### config.mk
export PLATFORM = sky130hd
export DESIGN_NAME = lif_neuron_array
export DESIGN_NICKNAME = d
export VERILOG_FILES = /design/src/rtl/lif_neuron_array.sv
export SDC_FILE = /design/constraint.sdc
export NUM_CORES = 1
export LEC_CHECK = 0
export CAP_MARGIN = 40
export CORE_MARGIN = 5
export CORE_UTILIZATION = 50
export DETAILED_ROUTE_END_ITERATION = 8
export PLACE_DENSITY = 0.74
export SYNTH_ARGS = -nofsm -noshare
export SYNTH_HDL_FRONTEND = slang
export SYNTH_SLANG_ARGS = --single-unit
### constraint.sdc
create_clock -name clk -period 11 [get_ports clk]
set_input_delay 2.2 -clock clk [delete_from_list [all_inputs] [get_ports clk]]
set_output_delay 2.2 -clock clk [all_outputs]
set_load 0.01 [all_outputs]
### src/rtl/lif_neuron_array.sv
// Time-multiplexed leaky integrate-and-fire layer: one shared datapath walks all neurons per step.
// Optional per-neuron refractory counters are built when LIF_REFRACTORY_EN is defined.
module lif_neuron_array #(
    parameter int N_INPUTS  = 8,
    parameter int N_NEURONS = 4,
    parameter int MEM_W     = $clog2(N_INPUTS) + 2,
    parameter int THR_W     = MEM_W - 1,
    parameter int REFRAC_W  = 2
) (
    input  logic                         clk,
    input  logic                         rst_n,
    input  logic                         cfg_we,
    input  logic [$clog2(N_NEURONS)-1:0] cfg_addr,
    input  logic [N_INPUTS-1:0]          cfg_weights,
    input  logic                         step_valid,
    output logic                         step_ready,
    input  logic [N_INPUTS-1:0]          inputs,
    input  logic [2:0]                   shift,
    input  logic [THR_W-1:0]             threshold,
    input  logic                         reset_mode,
    input  logic [REFRAC_W-1:0]          refrac_cycles,
    input  logic                         mem_clear,
    output logic [N_NEURONS-1:0]         spikes,
    output logic                         spikes_valid,
    input  logic [$clog2(N_NEURONS)-1:0] mem_sel,
    output logic [MEM_W-1:0]             mem_out
);
    localparam int IDX_W = $clog2(N_NEURONS);
    localparam int ACC_W = MEM_W + 2;
    localparam logic [IDX_W-1:0]        LAST_IDX = IDX_W'(N_NEURONS - 1);
    localparam logic signed [ACC_W-1:0] ACC_ONE  = {{(ACC_W-1){1'b0}}, 1'b1};
    localparam logic signed [ACC_W-1:0] SAT_MAX  = {3'b000, {(MEM_W-1){1'b1}}};
    localparam logic signed [ACC_W-1:0] SAT_MIN  = {3'b111, {(MEM_W-1){1'b0}}};

    typedef enum logic {IDLE, RUN} state_t;

    state_t                  state;
    logic [IDX_W-1:0]        idx;
    logic signed [MEM_W-1:0] mem     [N_NEURONS];
    logic [N_INPUTS-1:0]     weights [N_NEURONS];
    logic [N_INPUTS-1:0]     inputs_q;
    logic [2:0]              shift_q;
    logic [THR_W-1:0]        thr_q;
    logic                    rmode_q;
    logic [N_NEURONS-1:0]    spike_acc;

`ifdef LIF_REFRACTORY_EN
    logic [REFRAC_W-1:0]     refrac_q;
    logic [REFRAC_W-1:0]     refrac_cnt [N_NEURONS];
`else
    logic                    unused_refrac;
    assign unused_refrac = ^refrac_cycles;
`endif

    logic [N_INPUTS-1:0]     w_cur;
    logic                    in_refrac;
    logic                    fire;
    logic signed [ACC_W-1:0] psp;
    logic signed [ACC_W-1:0] u_ext;
    logic signed [ACC_W-1:0] decayed;
    logic signed [ACC_W-1:0] sum;
    logic signed [ACC_W-1:0] acc;
    logic signed [ACC_W-1:0] thr_ext;
    logic signed [MEM_W-1:0] mem_next;
    logic [N_NEURONS-1:0]    spike_vec;

    assign step_ready = (state == IDLE);
    assign mem_out    = mem[mem_sel];

    // Shared datapath for the neuron at slot idx.
    always_comb begin
        w_cur = weights[idx];
`ifdef LIF_REFRACTORY_EN
        in_refrac = (refrac_cnt[idx] != '0);
`else
        in_refrac = 1'b0;
`endif
        psp = '0;
        for (int i = 0; i < N_INPUTS; i++) begin
            if (inputs_q[i]) begin
                psp = w_cur[i] ? psp + ACC_ONE : psp - ACC_ONE;
            end
        end
        if (in_refrac) begin
            psp = '0;
        end

        u_ext = {{2{mem[idx][MEM_W-1]}}, mem[idx]};
        // shift==0 means no leak, not a full leak.
        if (shift_q == 3'd0) begin
            decayed = u_ext;
        end else begin
            decayed = u_ext - (u_ext >>> shift_q);
        end

        sum = decayed + psp;
        if (sum > SAT_MAX) begin
            acc = SAT_MAX;
        end else if (sum < SAT_MIN) begin
            acc = SAT_MIN;
        end else begin
            acc = sum;
        end

        thr_ext = {{(ACC_W-THR_W){1'b0}}, thr_q};
        fire    = !in_refrac && (acc >= thr_ext);

        if (fire && rmode_q) begin
            mem_next = '0;
        end else if (fire) begin
            mem_next = MEM_W'(acc - thr_ext);
        end else begin
            mem_next = acc[MEM_W-1:0];
        end

        spike_vec      = spike_acc;
        spike_vec[idx] = fire;
    end

    always_ff @(posedge clk or negedge rst_n) begin
        if (!rst_n) begin
            state        <= IDLE;
            idx          <= '0;
            inputs_q     <= '0;
            shift_q      <= '0;
            thr_q        <= '0;
            rmode_q      <= 1'b0;
            spike_acc    <= '0;
            spikes       <= '0;
            spikes_valid <= 1'b0;
            for (int n = 0; n < N_NEURONS; n++) begin
                mem[n]     <= '0;
                weights[n] <= '0;
`ifdef LIF_REFRACTORY_EN
                refrac_cnt[n] <= '0;
`endif
            end
`ifdef LIF_REFRACTORY_EN
            refrac_q <= '0;
`endif
        end else begin
            spikes_valid <= 1'b0;

            // Weight writes land regardless of state; the slot being processed already read its old row.
            if (cfg_we) begin
                weights[cfg_addr] <= cfg_weights;
            end

            if (mem_clear) begin
                state <= IDLE;
                idx   <= '0;
                for (int n = 0; n < N_NEURONS; n++) begin
                    mem[n] <= '0;
`ifdef LIF_REFRACTORY_EN
                    refrac_cnt[n] <= '0;
`endif
                end
            end else if (state == IDLE) begin
                if (step_valid) begin
                    state     <= RUN;
                    idx       <= '0;
                    inputs_q  <= inputs;
                    shift_q   <= shift;
                    thr_q     <= threshold;
                    rmode_q   <= reset_mode;
                    spike_acc <= '0;
`ifdef LIF_REFRACTORY_EN
                    refrac_q  <= refrac_cycles;
`endif
                end
            end else begin
                mem[idx]  <= mem_next;
                spike_acc <= spike_vec;
`ifdef LIF_REFRACTORY_EN
                if (in_refrac) begin
                    refrac_cnt[idx] <= refrac_cnt[idx] - 1'b1;
                end else if (fire) begin
                    refrac_cnt[idx] <= refrac_q;
                end
`endif
                if (idx == LAST_IDX) begin
                    state        <= IDLE;
                    idx          <= '0;
                    spikes       <= spike_vec;
                    spikes_valid <= 1'b1;
                end else begin
                    idx <= idx + 1'b1;
                end
            end
        end
    end

endmodule
==> flow_summary.toml, run 1 <==
[run_status]
status = "completed"

[synthesis]
yosysSeqAreaShare_pct = 31.0
synth-simple-area-share_pct = 10.2
yosysTopAreaCellShare_pct = 31.0
synth_top_area_cell = "dfrtp_1"
synth-seq-cells = 79
synth_area_mm2 = 0.00637
synthFlopType = "dfrtp_1"
synthArstFlopShare_pct = 100
yosys_warnings = 0
synth_top_family_by_area = "multiplexers"
synth_compound_area_share_pct = 15.7
synth.net_count = 717
synth.mux.area_fraction_pct = 19.5
synthAdderAreaFrac_pct = 13.2
post-synth-top-count-cell = "dfrtp_1"
synth_xor_xnor_area_share_pct = 6.93
syn_area_per_cell_um2 = 10.2
synth_edf_count = 0
synth.distinct_cells = 59
yosys-top-cells-count = "dfrtp_1 (79), mux2_2 (62), o21ai_0 (50), ha_1 (48), nand2_1 (47)"
synthTopCellsByArea = "dfrtp_1 (31%), mux2_2 (11%), ha_1 (9.4%), mux4_2 (5.7%), o21ai_0 (3.9%)"
syn_inst = 622

[setup_path]
critPathLaunchType = "register"
cp.arrival_ns = 11.03
crit_top_cell = "ha_4"
critPathMaxStageDelay_ns = 0.58
required_ns = 11.22
cp-end-kind = "register"
cpMaxStageDelayCell = "mux4_2"
worstSetupPathType = "reg -> reg"
cp_max_fo = 4

[drt]
viasPerCell = 5.89
dr.pass1.iters = 5
wl_per_cell_um = 18.1
drt_drc_violations_left = 0
drt_wl_total_um = 16200
final_antenna_net_count = 0
vias = 5253
detailedRoute.firstIterationViolations = 420

[global_route]
track_usage_pct = 22.0
grt_pass1_vias = 5538
grt_busiest_layer = "met2"
globalRouteMet1Util_pct = 27.1
grtUsageMet2_pct = 38.6
overflow = 0
grt_max_degree = 65
grt_antenna_before_repair = 0
grt_first_pass_wirelength_um = 26400
grtUsageMet3_pct = 3.00

[floorplan]
die_w_um = 123
dieArea_mm2 = 0.0151
core_mm2 = 0.0126
die-height_um = 123
io_pins = 46
start_util_pct = 50.7
num_rows = 41

[timing]
whs_ns = 0.496
fin_skew_ns = 0.00912
rsz0062_at_grt = "yes"
tightestPinTransition_ns = 0.795
slew_headroom_pct = 46.7
drv_slew = 0
period_minus_slack_ns = 10.82
max_freq_mhz = 92.5
timing.final.hold_violations = 0
post-route-period-util_pct = 98.3
setup_viol = 0

[flow_run]
maxCapViolations = 0

[finish]
finalNetCount = 810
drive_gt1_share_pct = 34.3
num_antenna_cells = 0
areaGrowthSynthToFinish_pct = 30.5

[place]
place_hpwl_um = 11500
gp_congestion = 0.879
port_buffers = 43

[clock_network]
cts_made_buffers = 9
clock_tree.buffer_depth = 2
cts_tree = "done"
ctsHoldBuffers = 0
path_clk_slew_ns = 0.06
worstSkewPairLatency_ns = 0.34
cts-root-buf = "clkbuf_16"
clkSinkCount = 79
cts.htree.levels = 3

[worst_hold_path]
hp-class = "reg -> reg"
[critical path: cells and delay by family (launching register included)]
family	cells	cell delay, ns
buf+inv	3	0.33
xor+xnor	8	1.19
fa+ha+maj	11	3.50
simple gates	9	0.99
mux	5	1.72
flops	1	0.42
compound gates	16	2.53
[stage by stage]
stage	TNS [ns]	instances	setup WS [ns]	area (um2)	util, %
after floorplan	0	622	0.00601	6560	-
after global placement	-2.02	856	-0.179	7400	58.9
after detailed placement	-13.55	859	-0.659	7440	59.2
after CTS	0	885	0.00184	8000	63.7
after global routing	-4.93	892	-0.281	8320	66.2
final	0	892	0.184	8320	66.2
[final cells by class]
class	instances	area (um2)
Multi-Input combinational cell	490	4770
Fill cell	938	4250
Sequential cell	79	1980
Timing Repair Buffer	104	918
Clock buffer	9	225
Tap cell	172	215
Inverter	31	121
Clock inverter	7	90.1
[logic make-up after synthesis]
| family | count (synthesis) |
|---|---|
| AOI/OAI and AO/OA | 162 |
| and+or+nand+nor | 134 |
| muxes | 92 |
| DFF | 79 |
| adders and majority gates | 60 |
| buffers and inverters | 53 |
| xor gates and xnor gates | 42 |
[state kept, by name, summed over array words and instances (netlist names)]
name,flops
weights,32
mem,20
inputs_q,8
spikes,4
thr_q,4
shift_q,3
spike_acc,3
idx,2
rmode_q,1
spikes_valid,1
state,1
[layout by cell type, fill, tap and decap left out, drive strengths merged, types with 7 or more instances in the layout]
| cell | instances |
|---|---|
| a211oi | 10 |
| a21o | 13 |
| a21oi | 43 |
| a31oi | 11 |
| and2 | 7 |
| buf | 62 |
| clkbuf | 9 |
| clkdlybuf4s50 | 42 |
| dfrtp | 79 |
| fa | 12 |
| ha | 48 |
| inv | 33 |
| mux2 | 62 |
| mux2i | 12 |
| mux4 | 18 |
| nand2 | 47 |
| nor2 | 36 |
| nor2b | 13 |
| o21ai | 50 |
| xnor2 | 28 |
| xor2 | 10 |
[timing repair]
action,4_1_cts,5_1_grt
gates cloned,0,0
setup buffers,10,7
resized for setup,35,57
pin swaps,21,47
endpoints found under the setup margin,27,27
[routing by layer]
metal | up-vias | wire length [um] | share of wire (%)
li1 | 2467 | - | -
met1 | 2637 | 6690 | 41
met2 | 111 | 8440 | 52
met3 | 38 | 545 | 3.4
met4 | 0 | 498 | 3.1
met5 | - | 0 | 0
[path summary, 6_finish.rpt]
path	cells past startpoint	startpoint	slack, ns	to
worst max-delay path	52	idx[0]$_DFFE_PN0P_	0.18	mem[11]$_DFFE_PN0P_
worst min-delay path	2	spike_acc[2]$_DFFE_PN0P_	0.50	spike_acc[2]$_DFFE_PN0P_
worst max register to register	52	idx[0]$_DFFE_PN0P_	0.18	mem[11]$_DFFE_PN0P_
worst min register to register	2	spike_acc[2]$_DFFE_PN0P_	0.50	spike_acc[2]$_DFFE_PN0P_
max in group asynchronous	2	rst_n	8.67	inputs_q[7]$_DFFE_PN0P_
min in group asynchronous	1	rst_n	1.72	weights[0]$_DFFE_PN0P_
Power of run 1 is not shown: default switching activity piles up to over one toggle a cycle in this logic, so the estimate is an artifact.
==> run 2, diff against run 1 <==
SLEW_MARGIN = 15   (was not set)
==> flow_summary.toml, run 2 (synthesis results as in run 1) <==
[setup_path]
worstSetupPathType = "reg -> reg"
cp_max_fo = 6
cp.arrival_ns = 11.02
crit_top_cell = "ha_4"
critPathLaunchType = "register"
cp-end-kind = "register"
critPathMaxStageDelay_ns = 0.58
cpMaxStageDelayCell = "mux4_2"
required_ns = 11.24

[floorplan]
num_rows = 41
die_w_um = 123
start_util_pct = 50.7
dieArea_mm2 = 0.0151
core_mm2 = 0.0126
die-height_um = 123
io_pins = 46

[timing]
timing.final.hold_violations = 0
fin_skew_ns = 0.00528
slew_headroom_pct = 54.1
max_freq_mhz = 92.7
whs_ns = 0.482
period_minus_slack_ns = 10.79
post-route-period-util_pct = 98.0
rsz0062_at_grt = "yes"
drv_slew = 0
tightestPinTransition_ns = 0.684
setup_viol = 0
fin_ws_ns = 0.215

[finish]
multiInputGateArea_mm2 = 0.00474
finalNetCount = 808
regMostFlops = "weights"
num_antenna_cells = 0
largest_reg_flops = 32
largestRegisters = "weights (32), mem (20), inputs_q (8)"
fin_util_pct = 65.7
areaGrowthSynthToFinish_pct = 29.7
register_area_mm2 = 0.00198
final_common_cell = "dfrtp_1"
final_cell_mix = "dfrtp_1 (78), buf_4 (56), mux2_2 (52), nand2_1 (46), clkdlybuf4s50_1 (42)"
fillers = 963
drive_gt1_share_pct = 33.4

[flow_run]
maxCapViolations = 0

[clock_network]
worstSkewPairLatency_ns = 0.33
cts_made_buffers = 9
path_clk_slew_ns = 0.07
clock_tree.buffer_depth = 2
cts.htree.levels = 3
clkSinkCount = 79
cts-root-buf = "clkbuf_16"
cts_tree = "done"

[place]
gp_congestion = 0.879
place_hpwl_um = 11400
dp_slack_ns = -0.677
port_buffers = 43

[global_route]
grt_max_degree = 55
track_usage_pct = 21.8
overflow = 0
grt_pass1_vias = 5447
grt_first_pass_wirelength_um = 26000
grt_antenna_before_repair = 0

[drt]
final_antenna_net_count = 0
vias = 5196
drt_wl_total_um = 16000
wl_per_cell_um = 17.9
drt_drc_violations_left = 0
dr.pass1.iters = 5
viasPerCell = 5.84
detailedRoute.firstIterationViolations = 343

[run_status]
status = "completed"

[worst_hold_path]
hp-class = "reg -> reg"
## run 2: changes by cell type in the layout (fill, tap and decap cells not counted), sizes merged
cell      delta
buf          -2
clkbuf       +1
clkinvlp     -2
inv          +1
## run 2: cell type report
| type | count | area share [%] |
|---|---|---|
| Clock buffer | 10 | 2.89 |
| Sequential cell | 79 | 23.9 |
| Clock inverter | 6 | 0.878 |
| Multi-Input combinational cell | 490 | 57.4 |
| Timing Repair Buffer | 102 | 10.8 |
| Inverter | 31 | 1.47 |
| Tap cell | 172 | 2.60 |
## run 2: final timing paths
path	start	end	slack, ns	cells past startpoint
setup / recovery	idx[0]$_DFFE_PN0P_	mem[18]$_DFFE_PN0P_	0.21	49
setup reg to reg	idx[0]$_DFFE_PN0P_	mem[18]$_DFFE_PN0P_	0.21	49
max in group asynchronous	rst_n	shift_q[2]$_DFFE_PN0P_	8.61	2
hold reg to reg	spike_acc[1]$_DFFE_PN0P_	spike_acc[1]$_DFFE_PN0P_	0.48	2
min in group asynchronous	rst_n	weights[24]$_DFFE_PN0P_	1.78	1
hold / removal	spike_acc[1]$_DFFE_PN0P_	spike_acc[1]$_DFFE_PN0P_	0.48	2
## run 2: stage by stage
step | cell area, um2 | instances | setup TNS (ns)
after floorplan | 6560 | 622 | 0
after global placement | 7400 | 856 | -2.02
after detailed placement | 7440 | 859 | -13.09
after CTS | 7960 | 884 | 0
after global routing | 8260 | 890 | -1.67
final | 8260 | 890 | 0
## run 2: critical path: cells and delay by family, from the launching register on
kind / cells / cell delay (ns)
fa+ha+maj: 11 / 3.49
buf+inv: 2 / 0.21
compound gates: 10 / 1.53
mux: 6 / 2.04
flops: 1 / 0.42
xor+xnor: 9 / 1.29
simple gates: 11 / 1.72
## run 2: timing repair
item	CTS	global route
setup endpoints to repair	27	27
hold buffers	0	0
setup buffers	9	6
pin swaps	30	44
gates resized for setup	36	48
## run 2: per-layer routing
metal	GRT usage, %	share of wire, %
met1	27.3	42
met2	37.6	52
met3	3.73	4.6
met4	7.98	2.1
met5	0	0
Power of run 2 is left out for the same reason.
==> run 3, diff against run 2 <==
ABC_AREA = 1   (was not set)
==> flow_summary.toml, run 3 <==
[run_status]
status = "completed"

[timing]
period_minus_slack_ns = 10.71
drv_slew = 0
slew_headroom_pct = 40.4
fin_skew_ns = 0.00846
setup_viol = 0
tightestPinTransition_ns = 0.887
timing.final.hold_violations = 0
post-route-period-util_pct = 97.4
rsz0062_at_grt = "yes"
tns_ns = 0
max_freq_mhz = 93.3

[synthesis]
synth-simple-area-share_pct = 31.1
synth.mux.area_fraction_pct = 0.509
synth_compound_area_share_pct = 14.9
synth_edf_count = 0
synthArstFlopShare_pct = 100
synthTopCellsByArea = "dfrtp_1 (30%), nand2_1 (17%), ha_1 (9.0%), o21ai_0 (5.7%), nand3_1 (5.5%)"
syn_area_per_cell_um2 = 7.05
post-synth-top-count-cell = "nand2_1"
synth.distinct_cells = 50
synthFlopType = "dfrtp_1"
yosysTopAreaCellShare_pct = 30.1
syn_inst = 942
yosysSeqAreaShare_pct = 30.1
yosys-top-cells-count = "nand2_1 (299), inv_1 (89), dfrtp_1 (80), o21ai_0 (76), nand3_1 (73)"
synth_top_family_by_area = "simple AND/OR/NAND/NOR gates"
synth_top_area_cell = "dfrtp_1"
yosys_warnings = 0
synth_xor_xnor_area_share_pct = 3.28
synthAdderAreaFrac_pct = 12.7
synth_area_mm2 = 0.00664
synth.net_count = 1037
synth-seq-cells = 80

[flow_run]
maxCapViolations = 0

[finish]
regMostFlops = "weights"
fin_cells = 1222
num_antenna_cells = 0
final_area_mm2 = 0.00848
finalNetCount = 1137
largest_reg_flops = 32
areaGrowthSynthToFinish_pct = 27.7
drive_gt1_share_pct = 20.1
final_cell_mix = "nand2_1 (283), inv_1 (83), dfrtp_1 (79), nand3_1 (66), o21ai_0 (66)"
largestRegisters = "weights (32), mem (20), inputs_q (8)"
final_common_cell = "nand2_1"

[floorplan]
io_pins = 46
num_rows = 42
die-height_um = 125
dieArea_mm2 = 0.0157
core_mm2 = 0.0131
start_util_pct = 50.6
die_w_um = 125

[drt]
detailedRoute.firstIterationViolations = 379
drt_wl_total_um = 17300
final_antenna_net_count = 0
vias = 6470
drt_drc_violations_left = 0
viasPerCell = 5.29
wl_per_cell_um = 14.2
dr.pass1.iters = 5

[global_route]
grt_pass1_vias = 5961
track_usage_pct = 20.7
grt_max_degree = 42
grt_first_pass_wirelength_um = 27200
overflow = 0
grt_antenna_before_repair = 0

[place]
gp_congestion = 0.890
port_buffers = 43
place_hpwl_um = 11700
place_inst = 1181
placed_area_mm2 = 0.00749

[clock_network]
cts-root-buf = "clkbuf_16"
ctsHoldBuffers = 0
cts_made_buffers = 9
clkSinkCount = 80
clock_tree.buffer_depth = 2
cts_tree = "done"
cts.htree.levels = 3
path_clk_slew_ns = 0.06
worstSkewPairLatency_ns = 0.35

[setup_path]
worst-path-buf-inv = 9
cpLargestDelayFamily = "adder cells"
cpMaxStageDelayCell = "fa_1"
critPathLaunchType = "register"
cp.arrival_ns = 11.00
cp_max_fo = 8
critPathMaxStageDelay_ns = 0.50
crit_top_cell = "ha_4"
worstSetupPathType = "reg -> reg"
required_ns = 11.29
cp-end-kind = "register"

[worst_hold_path]
hp-class = "reg -> reg"
## run 3: cell types whose count changed in the layout (fill, tap and decap cells not counted), sizes merged, moves of 12 or more
cell	delta
nor2	+37
nor2b	-13
mux2	-59
mux4	-18
nand2	+270
inv	+63
xnor2	-19
nand3	+71
o21ai	+40
mux2i	-12
## run 3: what timing repair did
| item | in CTS | in global routing |
|---|---|---|
| endpoints found under the setup margin | 28 | 28 |
| pin swaps | 0 | 67 |
| buffers inserted | 0 | 27 |
| resized for setup | 6 | 104 |
| hold endpoints to repair | 0 | 0 |
## run 3: layout make-up
class / instances / area, um2
Tap cell: 176 / 220
Fill cell: 1161 / 4660
Clock inverter: 6 / 91.3
Timing Repair Buffer: 109 / 947
Sequential cell: 80 / 2000
Clock buffer: 9 / 225
Inverter: 99 / 379
Multi-Input combinational cell: 743 / 4610
## run 3: logic make-up (layout without fill, tap and decap cells)
kind of cell / count (synthesis) / after routing
compound gates: 172 / 172
xor+xnor: 24 / 24
fa+ha+maj: 60 / 60
buf+inv: 119 / 223
flops: 80 / 80
mux: 3 / 3
simple gates: 484 / 484
## run 3: stage by stage
stage / hold slack, ns / setup slack [ns] / utilization (%)
after floorplan: 0.448 / 0.113 / -
after global routing: 0.506 / -0.280 / 64.6
after global placement: 0.463 / -0.0744 / 56.9
after detailed placement: 0.468 / -0.259 / 57.0
after CTS: 0.485 / 0.00624 / 59.5
final: 0.481 / 0.286 / 64.6
## run 3: worst paths after layout
check,from,end,slack (ns),cells past startpoint
worst max-delay path,idx[0]$_DFFE_PN0P_,mem[15]$_DFFE_PN0P_,0.29,68
worst min-delay path,spike_acc[3]$_DFFE_PN0P_,spike_acc[3]$_DFFE_PN0P_,0.48,2
worst max register to register,idx[0]$_DFFE_PN0P_,mem[15]$_DFFE_PN0P_,0.29,68
worst min register to register,spike_acc[3]$_DFFE_PN0P_,spike_acc[3]$_DFFE_PN0P_,0.48,2
max in group asynchronous,rst_n,inputs_q[7]$_DFFE_PN0P_,8.55,2
min in group asynchronous,rst_n,weights[16]$_DFFE_PN0P_,1.83,1
## run 3: tightest hold or removal path, delay by kind of cell, from the launching register on
family / cells / cell delay (ns)
DFF: 1 / 0.34
and+or+nand+nor: 2 / 0.10
## run 3: metal layers
layer  track usage, %  vias up  wire [um]
li1                 -     3279          -
met1             28.3     3022       7960
met2             33.8      147       8290
met3             2.73       22        792
met4             7.65        0        259
met5                0        -          0
Power of run 3 is left out for the same reason.
